`config.mk`:
```
export PLATFORM = sky130hd
export DESIGN_NAME = lvds_packer_be
export DESIGN_NICKNAME = d
export VERILOG_FILES = /design/src/rtl/lvds_packer_be.sv
export SDC_FILE = /design/constraint.sdc
export NUM_CORES = 1
export LEC_CHECK = 0
export ABC_AREA = 0
export CORE_MARGIN = 2
export CORE_UTILIZATION = 35
export DETAILED_ROUTE_END_ITERATION = 12
export GPL_TIMING_DRIVEN = 0
export PLACE_DENSITY_LB_ADDON = 0.08
export SYNTH_ARGS = -nofsm -noshare
export SYNTH_HDL_FRONTEND = slang
export SYNTH_SLANG_ARGS = --single-unit
```
`constraint.sdc`:
```
create_clock -name clk -period 1.9 [get_ports clk]
set_input_delay 0.38 -clock clk [delete_from_list [all_inputs] [get_ports clk]]
set_output_delay 0.38 -clock clk [all_outputs]
set_load 0.005 [all_outputs]
```
`src/rtl/lvds_packer_be.sv`:
```
// lvds_packer_be: packs IN_LEN-bit samples little-endian into DATA_LEN-bit words with byte enables; define LVDS_PACKER_TIMEOUT_EN for idle auto-flush
module lvds_packer_be #(
  parameter int IN_LEN   = 8,
  parameter int DATA_LEN = 32,
  parameter int BE_LEN   = DATA_LEN/8,
  parameter int TIMEOUT  = 16,
  parameter int CNT_LEN  = 16
) (
  input  logic                clk,
  input  logic                rst,
  input  logic                valid_i,
  input  logic [IN_LEN-1:0]   data_i,
  input  logic                flush_i,
  input  logic                full_i,
  output logic                valid_o,
  output logic [DATA_LEN-1:0] data_o,
  output logic [BE_LEN-1:0]   be_o,
  output logic                overflow_o,
  output logic [CNT_LEN-1:0]  drop_cnt_o
);
  localparam int LANES = DATA_LEN/IN_LEN;
  localparam int BPL   = IN_LEN/8;
  localparam int CW    = $clog2(LANES+1);
  typedef enum logic {EMPTY, FILLING} state_t;
  state_t state, state_d;
  logic [CW-1:0] cnt, cnt_n;
  logic [DATA_LEN-1:0] acc, acc_n;
  logic [BE_LEN-1:0] be_n;
  logic full_word, tmo, emit;
`ifdef LVDS_PACKER_TIMEOUT_EN
  localparam int TW = $clog2(TIMEOUT+1);
  logic [TW-1:0] timer;
  assign tmo = state == FILLING && !valid_i && timer == TW'(TIMEOUT-1);
  // idle timer: counts sample-free cycles while a partial word is held
  always_ff @(posedge clk)
    if (rst || valid_i || emit || state == EMPTY) timer <= '0;
    else timer <= timer + TW'(1);
`else
  assign tmo = 1'b0;
`endif
  // next lane fill, byte enables of the word being formed, and emit decision
  always_comb begin
    cnt_n = cnt + CW'(valid_i);
    acc_n = acc;
    be_n = '0;
    for (int l = 0; l < LANES; l++) begin
      if (valid_i && cnt == CW'(l)) acc_n[l*IN_LEN +: IN_LEN] = data_i;
      be_n[l*BPL +: BPL] = {BPL{CW'(l) < cnt_n}};
    end
    full_word = valid_i && cnt == CW'(LANES-1);
    emit = full_word || (flush_i && cnt_n != '0) || tmo;
    state_d = (emit || cnt_n == '0) ? EMPTY : FILLING;
  end
  // state register
  always_ff @(posedge clk)
    if (rst) state <= EMPTY;
    else state <= state_d;
  // accumulator, output word register and drop accounting
  always_ff @(posedge clk)
    if (rst) begin
      cnt <= '0;
      acc <= '0;
      valid_o <= 1'b0;
      data_o <= '0;
      be_o <= '0;
      overflow_o <= 1'b0;
      drop_cnt_o <= '0;
    end else begin
      cnt <= emit ? '0 : cnt_n;
      acc <= emit ? '0 : acc_n;
      valid_o <= emit && !full_i;
      if (emit && !full_i) begin
        data_o <= acc_n;
        be_o <= be_n;
      end
      if (emit && full_i) begin
        overflow_o <= 1'b1;
        if (drop_cnt_o != '1) drop_cnt_o <= drop_cnt_o + CNT_LEN'(1);
      end
    end
endmodule
```
# Yosys cells after proc, flatten, opt, wreduce, memory -nomap -nowiden
# Cells that the tools add are included.
# classes
n_mux	4
n_reduce_logical	13
n_addsub	2
magnitude_cmp	4
n_eq_ne	4
# ops
cell	n
$mux 8	4
$add 16x1->16 const B	1
$ne 16x16->1 const B	1
$logic_and 1x1->1	7
$eq 3x2->1 const B	2
$lt 1x3->1 const A	2
$lt 2x3->1 const A	2
$add 3x1->3	1
$eq 3x1->1 const B	1
$logic_not 3->1	1
$reduce_bool 3->1	1
$reduce_and 2->1	1
$reduce_or 2->1	1
$logic_not 1->1	1
$logic_or 1x1->1	1
# word_totals
output_inout_bits	54
reg_bits	89
input_bits	13
word_cells	34

# Logic depth before layout (Yosys ltp)
# Gate-level depths: netlist (run 1).
# depth
ltp_word	6
depth_mapped	8
mapped_depth_nobuf	7

# Worst setup path before layout (run 1)
# OpenSTA, ideal clock, no wires.
# synth_path
path_type	input -> register
from	in valid_i
to	reg drop_cnt_o[1]
setup_ns	0.128
n_path_buf	1
cell_stages	8
required_ns	1.772
slack_ns	-0.141
arrival_time_ns	1.914
path_cell_list	ha_1 > ha_1 > xor2_4 > o31a_4 > o211ai_4 > buf_6 > mux2i_1 > nor2_1
# synth_between
elab_chain_len	6
elab_cells_between_ends	7
cone_classes	add/sub (1); reduce/logical (6)
# synth_lines
element	line_no	source
start, declared	11	input logic valid_i,
$add 3x1->3	43	cnt_n = cnt + CW'(valid_i);
$reduce_bool 3->1	51	emit = full_word || (flush_i && cnt_n != '0) || tmo;
$logic_and 1x1->1	51	
$logic_or 1x1->1 (*)	51	
$logic_and 1x1->1 (*)	76	if (emit && full_i) begin
$reduce_and 2->1 (no source line) (*)	--	
end signal, assigned	78	if (drop_cnt_o != '1) drop_cnt_o <= drop_cnt_o + CNT_LEN'(1);
end, declared	19	output logic [CNT_LEN-1:0] drop_cnt_o
# Mark *: on every way between the ends. The rest lies on a longest branch, timed or not.
# A chain may end at the register's enable or synchronous reset.

# Worst setup path after layout (run 1)
# layout_path
from	reg cnt[0]
to	reg drop_cnt_o[1]
# layout_between
elab_chain_len	6
elab_cells_between_ends	8
cone_classes	add/sub (1); eq/ne (1); reduce/logical (6)
# layout_lines
element	line_no	source
start, declared	26	logic [CW-1:0] cnt, cnt_n;
start signal, assigned	69	cnt <= emit ? '0 : cnt_n;
$add 3x1->3	43	
$reduce_bool 3->1	51	
$logic_and 1x1->1	51	
$logic_or 1x1->1 (*)	51	
$logic_and 1x1->1 (*)	76	
$reduce_and 2->1 (no source line) (*)	--	
# Marked as above.

==> results.txt, run 1 <==
The length of the first detailed-routing pass in iterations is 4. The initial standard-cell utilization of the core came out at 0.357. The clock-pin slew reported for the worst setup and hold paths after clock tree synthesis came out at 90 ps. The maximum ir drop on the vdd rail is 394 µV.

The routed layout has 2856 vias. In this run, distinct cell masters in the synthesized netlist total 44. The antenna violation net count after detailed routing is 0. The number of antenna violations at the first check in global routing came out at 0. In the post-synthesis netlist, the biggest area contributors are dfxtp_1 (52%), mux2i_1 (7.9%), nor2_1 (7.5%). TritonCTS built the clock tree.

The worst-case clock buffer depth came out at 2. After global routing the overflow that remains totals 0. The number of buffers inserted during clock tree synthesis came out at 9. The number of hold-slack violations in the final timing report came out at 0. The wire length of the first global-routing pass is 13.9 mm.

The power density normalized to cell area came out at 835 nW/µm². The share of synthesized area in the top cell type comes to 0.518. The number of placed I/O pins is 67. The layout cell share with drive strength beyond 1 came out at 0.180. STA puts the critical path data required time at 2120 ps. The clock insertion delay at the later pin of the skew report is 360 ps. The tree is rooted in a clkbuf_8. Synthesis produced a netlist with a net count of 371. The average instance in the mapped netlist occupies 9.69 µm². In this run the cell area of the synthesized design comes to 3440 µm². The endpoint type of the worst setup path is a register.

The minimum clock period is 1940 ps. The weighted congestion at the end of routability-driven global placement is 0.792. Of the synthesized area, sequential elements account for 0.518.

The number of DRC violations after detailed-routing iteration 0 came out at 85. The biggest area consumer among synthesized cells is dfxtp_1. The highest attainable clock frequency came out at 514 MHz.

Synthesis produced a netlist whose cell count is 355. For this run, the total global-route usage over all layers was measured as 0.174. The count of flip-flops with a built-in enable after synthesis came out at 0. The worst setup path is launched from a register.

The largest net degree at the start of global routing came out at 17. The via count of the first global-routing pass came out at 2576. The final reports fail on negative setup slack. The max-cap check violation count came out at 0.

The run finished, with violations left. The critical path arrival is 2170 ps. The worst slew margin relative to its limit is 0.424. The filler cell count is 992. The largest fanout on the critical path came out at 5.

The most frequent cell after synthesis is dfxtp_1. The floorplan has 36 rows. The design draws 3990 µW. After the last flow step, the layout net total stands at 460. The detail-routed net length per standard cell came out at 15.4 µm. The slew at the pin with the worst max-slew slack is 859 ps. The floorplan step defined a die boundary enclosing 10600 µm². The commonest cells after synthesis are dfxtp_1 (89), nor2_1 (69), a211oi_1 (27), mux2i_1 (27), nand2_1 (22).

The critical path goes through ha_4 > ha_4 > xor2_4 > o31a_4 > o211ai_4 > buf_6 > mux2i_1 > nor2_1. Once routing completed, OpenROAD measured the worst setup slack at -44.3 ps. The H-tree depth came out at 3. The setup path with the least slack is of type reg2reg. The detailed placement HPWL is 6.12 mm. The die boundary width is 103 µm.

The final hold slack came out at 368 ps. The top flip-flop cell by instance count after synthesis is dfxtp_1. The cell type with the highest occurrence count on the critical path is ha_4.

The detail-routed via count per cell is 4.91. In this run the static leakage power is 0.00163 µW. The tightest min-delay check is of the in2reg type. Setup violations remaining at the end of the flow were counted as 11. The count of pins over their slew limit came out at 0. The pre-CTS setup slack is -806 ps. The final antenna diode count is 0. The wire length reported by the detailed router is 8.95 mm. In the finished design, the share of the clock period the worst path needs comes to 1.02.

After synthesis, the share of flip-flops with an asynchronous set or reset is 0. The largest individual stage delay along the critical path comes from the cell dfxtp_4. After detailed routing, the number of remaining DRC violations is 0. Setup repair after global routing could not meet its margin everywhere. The count of buffers from port buffering is 65. The warning count from the yosys run came out at 0. The final worst clock skew came out at 10.8 ps.

The die is 103 µm tall. The final core area utilization came out at 0.495. The core region area is 9640 µm². Compared with the post-synthesis result, the final layout area differs by 38.8%.

The maximum cell stage delay along the critical path came out at 360 ps. The count of clock tree sinks is 89. The synthesized flop and latch total came out at 89.
==> cell type report <==
| cell class | count | area [µm²] | area share |
|---|---|---|---|
| tap | 133 | 166 | 0.0349 |
| inverter | 2 | 7.51 | 0.00157 |
| multi-input combinational | 241 | 1680 | 0.352 |
| clock inverter | 6 | 73.8 | 0.0155 |
| sequential | 89 | 1800 | 0.376 |
| timing repair buffer | 79 | 761 | 0.159 |
| buffer | 22 | 163 | 0.0341 |
| clock buffer | 10 | 128 | 0.0267 |
==> placed cells by master, fill, tap and decap left out, drive strengths merged, types with 2 or more instances in the layout <==
| cell | synthesis | final |
|---|---|---|
| nand2 | 22 | 22 |
| buf | 13 | 26 |
| o21ai | 9 | 9 |
| a311oi | 8 | 8 |
| and4 | 2 | 2 |
| dfxtp | 89 | 89 |
| o211ai | 2 | 2 |
| nor2 | 70 | 70 |
| a21oi | 12 | 12 |
| a211oi | 28 | 28 |
| clkdlybuf4s50 | 0 | 64 |
| xor2 | 3 | 3 |
| nand4 | 4 | 4 |
| and2 | 11 | 11 |
| inv | 2 | 5 |
| nand3 | 8 | 8 |
| clkinv | 0 | 2 |
| or4 | 2 | 2 |
| clkbuf | 10 | 20 |
| ha | 3 | 3 |
| or3 | 8 | 8 |
| nor3 | 7 | 7 |
| mux2i | 27 | 27 |
==> what timing repair did <==
| item | CTS | global route |
|---|---|---|
| pin swaps | 6 | 20 |
| hold buffers | 0 | 0 |
| cloned | 1 | 0 |
| gates resized for setup | 16 | 44 |
| setup endpoints to repair | 87 | 74 |
| setup buffers | 8 | 5 |
==> per-stage QoR <==
step                TNS (ps)  cells  area (µm²)
finish                  -227    582        4770
floorplan              -33.9    355        3470
global route           -4090    582        4770
global placement      -62000    553        4290
detailed placement    -62860    553        4290
CTS                     -406    578        4580
==> worst max-delay path, delay by kind of cell (launching register included) <==
family                     cells  cell delay [ps]
DFF                            1              360
adders and majority gates      2              330
xor gates and xnor gates       1              200
AOI/OAI and AO/OA              2              560
buffers and inverters          1              150
and+or+nand+nor                1               50
muxes                          1              170
==> path summary, 6_finish.rpt <==
path / start / end / slack, ps / cells after the start
worst max-delay path: cnt[0] / drop_cnt_o[1] / -40 / 8
worst min-delay path: full_i / valid_o / 370 / 2
worst max register to register: cnt[0] / drop_cnt_o[1] / -40 / 8
worst min register to register: acc[28] / acc[28] / 470 / 1
==> kinds of logic (layout without fill, tap and decap cells) <==
family                     Yosys count  in the layout  synth area share
AOI/OAI and AO/OA                   64             64             0.144
buffers and inverters               25            119            0.0335
and+or+nand+nor                    142            142             0.196
DFF                                 89             89             0.518
muxes                               28             28            0.0819
adders and majority gates            3              3            0.0109
xor gates and xnor gates             4              4            0.0157
==> power breakdown <==
part	leakage, µW	switching (µW)	internal (µW)
clock	0.000102	714	628
sequential	0.000726	51.5	1960
combinational	0.000800	311	325
total	0.00163	1080	2910
==> per-layer routing <==
metal,routed length (µm),part of all wire,vias up,GRT usage
met3,314,0.035,6,0.0312
li1,-,-,1441,-
met4,90,0.010,0,0.0607
met2,3880,0.43,57,0.247
met5,0,0,-,0
met1,4660,0.52,1352,0.262
==> flip-flops by register name, indices dropped and copies added, names as in the netlist <==
register and count:
data_o 32, drop_cnt_o 16, valid_o 1, overflow_o 1, acc 32, be_o 4, cnt 3
Note: power is estimated with default switching activity, not from simulation.
==> inputs of run 2 (changes only) <==
--- a/config.mk
+++ b/config.mk
@@ -6,8 +6,9 @@
 export NUM_CORES = 1
 export LEC_CHECK = 0
 export ABC_AREA = 0
+export CAP_MARGIN = 5
 export CORE_MARGIN = 2
-export CORE_UTILIZATION = 35
+export CORE_UTILIZATION = 45
 export DETAILED_ROUTE_END_ITERATION = 12
 export GPL_TIMING_DRIVEN = 0
 export PLACE_DENSITY_LB_ADDON = 0.08
==> results.txt, run 2 (same netlist as run 1, synthesis figures left out) <==
In the layout the commonest cells are dfxtp_1 (82), nor2_1 (68), clkdlybuf4s50_1 (64). The clock insertion delay at the later pin of the skew report came out at 350 ps. The final core area utilization came out at 0.637.

The kind of critical path is reg2reg. The cell row count is 31. The slew at the pin with the worst max-slew slack is 643 ps. Across every metal layer, demand over resource in global routing totals 0.205. Power comes to 3820 µW.

Across the VDD grid, the largest voltage drop is 343 µV. The count of clock tree sinks is 89. Counting cells, the worst reg-to-reg path comes to 7.

The number of nets in the finished design came out at 458. The layout-stage area growth over the synthesis result is 35.9%. The worst slew margin relative to its limit came out at 0.571.

The largest fanout on the critical path came out at 6. The count of buffers from port buffering is 65. The final worst-path cycle share is 1.03. The number of placed I/O pins is 67.

The static leakage power came out at 0.00158 µW. The slack of the worst reg-to-reg path is -50 ps. The clock root buffer is clkbuf_8.

Setup repair after global routing could not meet its margin everywhere. The core region area came out at 7330 µm². The number of design rule violations left after detail routing is 0. After legalization and detailed placement, the total HPWL measured 5.89 mm. Once detail routing completed, the nets flagged for antenna violations numbered 0. The number of buffers inserted during clock tree synthesis is 9. The worst setup path is launched from a register. The number of standard cells in the layout, taps in and fillers out came out at 546. The worst setup path is captured at a register. The H-tree depth is 3. The power density normalized to cell area came out at 817 nW/µm². The number of hold-slack violations in the final timing report is 0. The clock-pin slew reported for the worst setup and hold paths after clock tree synthesis is 90 ps.

The total global routing overflow is 0. The number of hold-repair buffers added at the cts stage is 0. The share of total power dissipated in combinational logic is 0.165.

The library cell used most frequently in the layout, excluding fill and tap cells, is dfxtp_1. In this run the horizontal extent of the chip is 91.4 µm. The pre-CTS setup slack came out at -826 ps. The filler cell count came out at 606. The checks that failed: negative setup slack. The detail-routed net length per standard cell came out at 15.8 µm. The critical path data required time came out at 2130 ps. The detail-routed via count per cell came out at 5.29.

In this run the worst setup path begins at cnt[0]. The floorplan step defined a die boundary enclosing 8360 µm². The fraction of power spent switching nets is 0.276.

Following the worst setup path forward leads to its endpoint at drop_cnt_o[11]. The flow ran to the end, but the final reports show violations. Once routing completed, OpenROAD measured the worst setup slack at -49.4 ps. The number of DRC violations after detailed-routing iteration 0 came out at 140. The minimum clock period is 1950 ps. Detailed routing inserted a total of 2887 vias. The wire length reported by the detailed router came out at 8.65 mm. For this design the total switching power over the nets is 1050 µW.

In the final layout, the registers with the most flip-flops are acc x32, data_o x32, drop_cnt_o x16. The critical register-to-register path endpoint is drop_cnt_o[11]. The via count of the first global-routing pass came out at 2687.

The length of the first detailed-routing pass in iterations is 5. The largest net degree at the start of global routing came out at 17. The wire length of the first global-routing pass came out at 13.6 mm.

The instance count after placement with tap cells included is 519. The worst register-to-register path begins at cnt[0]. The clock tree from TritonCTS is built.

The initial standard-cell utilization of the core is 0.469. The internal power summed over all cells came out at 2760 µW. STA puts the critical path data arrival time at 2180 ps. The number of antenna violations at the first check in global routing was 0. The max-cap check violation count came out at 0.

Setup violations remaining at the end of the flow were counted as 10. The tightest min-delay check is of the in2reg type. The layout cell share with drive strength beyond 1 came out at 0.181. No sink is reached through more buffers than the 2 on the longest clock path.

For this run, the top clock speed supported by timing is 513 MHz. The proportion of power drawn by the clock network is 0.309. The weighted congestion at the end of routability-driven global placement came out at 0.852. The repair_antennas step left the layout with diodes totalling 0.

The share of total power dissipated in sequential elements is 0.527. The final worst clock skew came out at 12.3 ps. The count of pins over their slew limit is 0.

The vertical die dimension is 91.4 µm.
-- run 2: cell count changes in the layout (fill, tap and decap cells not counted), sizes merged --
cell      change
clkbuf        -1
buf           -2
clkinv        +2
inv           -2
clkinvlp      +2
bufinv        -1
-- run 2: worst min-delay path by stage --
stage,start,to,depth (start not counted)
final,full_i,valid_o,2
after floorplan,acc[24],acc[24],1
after global routing,full_i,valid_o,2
after CTS,full_i,valid_o,2
after detailed placement,acc[31],acc[31],1
after global placement,acc[31],acc[31],1
-- run 2: metal layers --
layer / share of wire / vias to the layer above / global-route usage / wire (µm)
met5: 0 / - / 0 / 0
met4: 0.0084 / 0 / 0.0404 / 73
met3: 0.042 / 7 / 0.0481 / 365
met2: 0.49 / 72 / 0.346 / 4210
met1: 0.46 / 1374 / 0.267 / 4010
li1: - / 1434 / - / -
-- run 2: repair_timing --
item / in CTS / in global routing
buffers inserted: 7 / 2
endpoints found under the setup margin: 87 / 79
gates cloned: 1 / 1
pin swaps: 5 / 5
resized for setup: 20 / 42
-- run 2: final cells by class --
cell class | count | area [µm²] | area share
sequential | 89 | 1790 | 0.384
multi-input combinational | 241 | 1670 | 0.357
timing repair buffer | 76 | 736 | 0.157
buffer | 23 | 166 | 0.0356
clock buffer | 9 | 124 | 0.0265
tap | 99 | 124 | 0.0265
clock inverter | 7 | 55.1 | 0.0118
inverter | 2 | 7.51 | 0.00161
-- run 2: power groups by stage --
| stage | sequential [µW] | clock (µW) | combinational, µW |
|---|---|---|---|
| 3_5_place_dp | 2060 | 0 | 549 |
| 3_3_place_gp | 2050 | 0 | 542 |
| 2_1_floorplan | 2050 | 0 | 290 |
| 5_1_grt | 2020 | 1290 | 676 |
| 4_1_cts | 2010 | 1200 | 582 |
| 6_report | 2010 | 1180 | 628 |
-- run 2: critical path: stages, from the launching register on --
cell       delay, ps
dfxtp_4          360
ha_4             150
ha_4             170
xor2_4           200
o31a_4           340
o2111ai_4        290
nor3_2            80
mux2_2           270
-- run 2: through the flow --
step | TNS [ps] | cell area, µm² | hold WS (ps)
after detailed placement | -63060 | 4240 | 443
after CTS | -345 | 4520 | 378
final | -266 | 4670 | 403
after global placement | -61420 | 4240 | 442
after global routing | -1950 | 4670 | 381
after floorplan | -33.9 | 3470 | 430
==> inputs of run 3 (changes only) <==
--- a/config.mk
+++ b/config.mk
@@ -12,6 +12,7 @@
 export DETAILED_ROUTE_END_ITERATION = 12
 export GPL_TIMING_DRIVEN = 0
 export PLACE_DENSITY_LB_ADDON = 0.08
+export SKIP_LAST_GASP = 1
 export SYNTH_ARGS = -nofsm -noshare
 export SYNTH_HDL_FRONTEND = slang
 export SYNTH_SLANG_ARGS = --single-unit
==> results.txt, run 3 (same netlist as run 1, synthesis figures left out) <==
The area enclosed by the die boundary came out at 8360 µm². The count of buffers from port buffering is 65. Of the cells placed in the final design, the portion with a size suffix greater than 1 is 0.191.

The number of hold-slack violations in the final timing report came out at 0. The layout-stage area growth over the synthesis result came out at 36.5%. The antenna violation net count after detailed routing came out at 0.

The length of the first detailed-routing pass in iterations is 4. In the routed design, unresolved DRC markers number 0. The type of origin of the critical path is a register.

The number of hold-repair buffers added at the cts stage is 0. The final antenna diode count is 0. The via count of the first global-routing pass is 2687. The number of cells on the worst hold path came out at 2. The largest fanout on the critical path is 6. The final core area utilization is 0.640.

The number of buffers inserted during clock tree synthesis came out at 9. The worst slew margin relative to its limit is 0.580. Counting stages on the worst path, the most repeated cell is ha_4.

The longest clock path from root to sink contains 2 buffers. After detailed routing, the total wire length is 8.61 mm. The slack of the worst reg-to-reg path came out at -30 ps. The slew at the pin with the worst max-slew slack is 627 ps. The highest attainable clock frequency came out at 517 MHz.

The worst-case IR drop observed on VDD is 344 µV. The library cell used most frequently in the layout, excluding fill and tap cells, is dfxtp_1. The power density normalized to cell area came out at 813 nW/µm². The clock-pin slew reported for the worst setup and hold paths after clock tree synthesis is 90 ps. The via count came out at 2879.

The final worst clock skew came out at 11.7 ps. Summing all placed instances gives a cell area of 4240 µm². The final hold slack is 407 ps. 67 I/O pins were placed. Once routing completed, OpenROAD measured the worst setup slack at -32.8 ps. The largest registers in the layout are acc x32, data_o x32, drop_cnt_o x16. Detailed placement ended at an HPWL of 5.89 mm. The number of placed instances, taps included, is 519. At the end of routability-driven placement, the weighted congestion stood at 0.852.

The tightest min-delay check is of the in2reg type. The worst register-to-register path ends at drop_cnt_o[11]. The number of antenna violations at the first check in global routing is 0. The first global-routing pass estimated 13.6 mm of wire. The detail-routed net length per standard cell came out at 15.8 µm.

The number of standard cells in the layout, taps in and fillers out came out at 545. The worst setup path is captured at a register. The critical path arrival is 2160 ps. The H-tree depth came out at 3.

The worst register-to-register path begins at cnt[0]. The slowest cell on the critical path is dfxtp_4. For this run, the slowest stage of the critical path takes 360 ps. For the worst flop-to-flop path, the logic depth is 7. Setup repair after global routing could not meet its margin everywhere. The combined global-route utilization of all metal layers is 0.205.

TritonCTS built the clock tree. The finished cells cover 4690 µm². The clock insertion delay at the later pin of the skew report is 350 ps. The flow ran to the end, but the final reports show violations. The critical path data required time is 2130 ps. The critical path in this run is classified as reg2reg. The total overflow left after global routing is 0. The final worst-path cycle share came out at 1.02.

The vertical die dimension came out at 91.4 µm. In the layout the commonest cells are dfxtp_1 (82), nor2_1 (64), clkdlybuf4s50_1 (64). The largest net degree at the start of global routing is 17. The initial standard-cell utilization of the core is 0.469. The final reports fail on negative setup slack.

Dividing the detail-routed via count by the number of cells gives 5.28. The count of pins over their slew limit is 0. The minimum clock period is 1930 ps. Traced cell by cell, the critical path runs through ha_4 > ha_4 > xor2_4 > o31a_4 > o2111ai_4 > nor3_2 > mux2_2. The floorplan step defined a core boundary enclosing 7330 µm². The net count of the finished layout is 457. The static leakage power came out at 0.00159 µW. For hold timing, the worst endpoint is valid_o. Setup violations remaining at the end of the flow were counted as 12. The number of DRC violations after detailed-routing iteration 0 is 125. In this run the most critical hold path is launched from full_i. The clock root buffer is clkbuf_8.

The max-cap check violation count is 0. The die is 91.4 µm wide. The count of clock tree sinks came out at 89. The floorplan has 31 rows.
-- run 3: where the power goes --
part           internal (µW)  total [µW]  leakage (µW)  switching, µW
registers               1960        2010      0.000727           52.7
logic                    323         632      0.000776            309
clock network            484        1170     0.0000858            691
total                   2770        3820       0.00159           1050
-- run 3: routing by layer --
metal	global-route usage	vias up	wire, µm
met3	0.0481	6	291
met1	0.267	1379	4040
met2	0.346	68	4220
met5	0	-	0
li1	-	1426	-
met4	0.0404	0	61
-- run 3: worst max-delay path: cells and delay by family, from the launching register on --
family	cells	cell delay, ps
flops	1	360
mux	1	270
fa+ha+maj	2	320
compound gates	2	610
simple gates	1	80
xor+xnor	1	200
-- run 3: final cells by class --
cell class                      count  area, µm²
Sequential cell                    89       1790
Fill cell                         606       2640
Multi-Input combinational cell    241       1690
Clock buffer                        9        124
Timing Repair Buffer               76        738
Buffer                             22        166
Clock inverter                      7       55.1
Tap cell                           99        124
Inverter                            2       7.51
-- run 3: timing repair --
action,in CTS,in global routing
gates cloned,1,0
buffers inserted,7,3
gates resized for setup,19,48
setup endpoints to repair,87,80
pin swaps,5,5
-- run 3: worst max path at each step --
stage                  from             end  depth (start not counted)
floorplan           valid_i   drop_cnt_o[1]                          8
global placement    valid_i   drop_cnt_o[1]                          9
detailed placement  valid_i      data_o[27]                          9
CTS                  cnt[0]   drop_cnt_o[8]                          8
global route         cnt[0]   drop_cnt_o[4]                          8
finish               cnt[0]  drop_cnt_o[11]                          7
-- run 3: stage by stage --
| step | setup slack (ps) | setup TNS, ps | power (µW) |
|---|---|---|---|
| floorplan | -17.0 | -33.9 | 2340 |
| global placement | -794 | -61420 | 2590 |
| detailed placement | -826 | -63060 | 2610 |
| CTS | -52.9 | -349 | 3790 |
| global route | -122 | -3610 | 4000 |
| finish | -32.8 | -213 | 3820 |
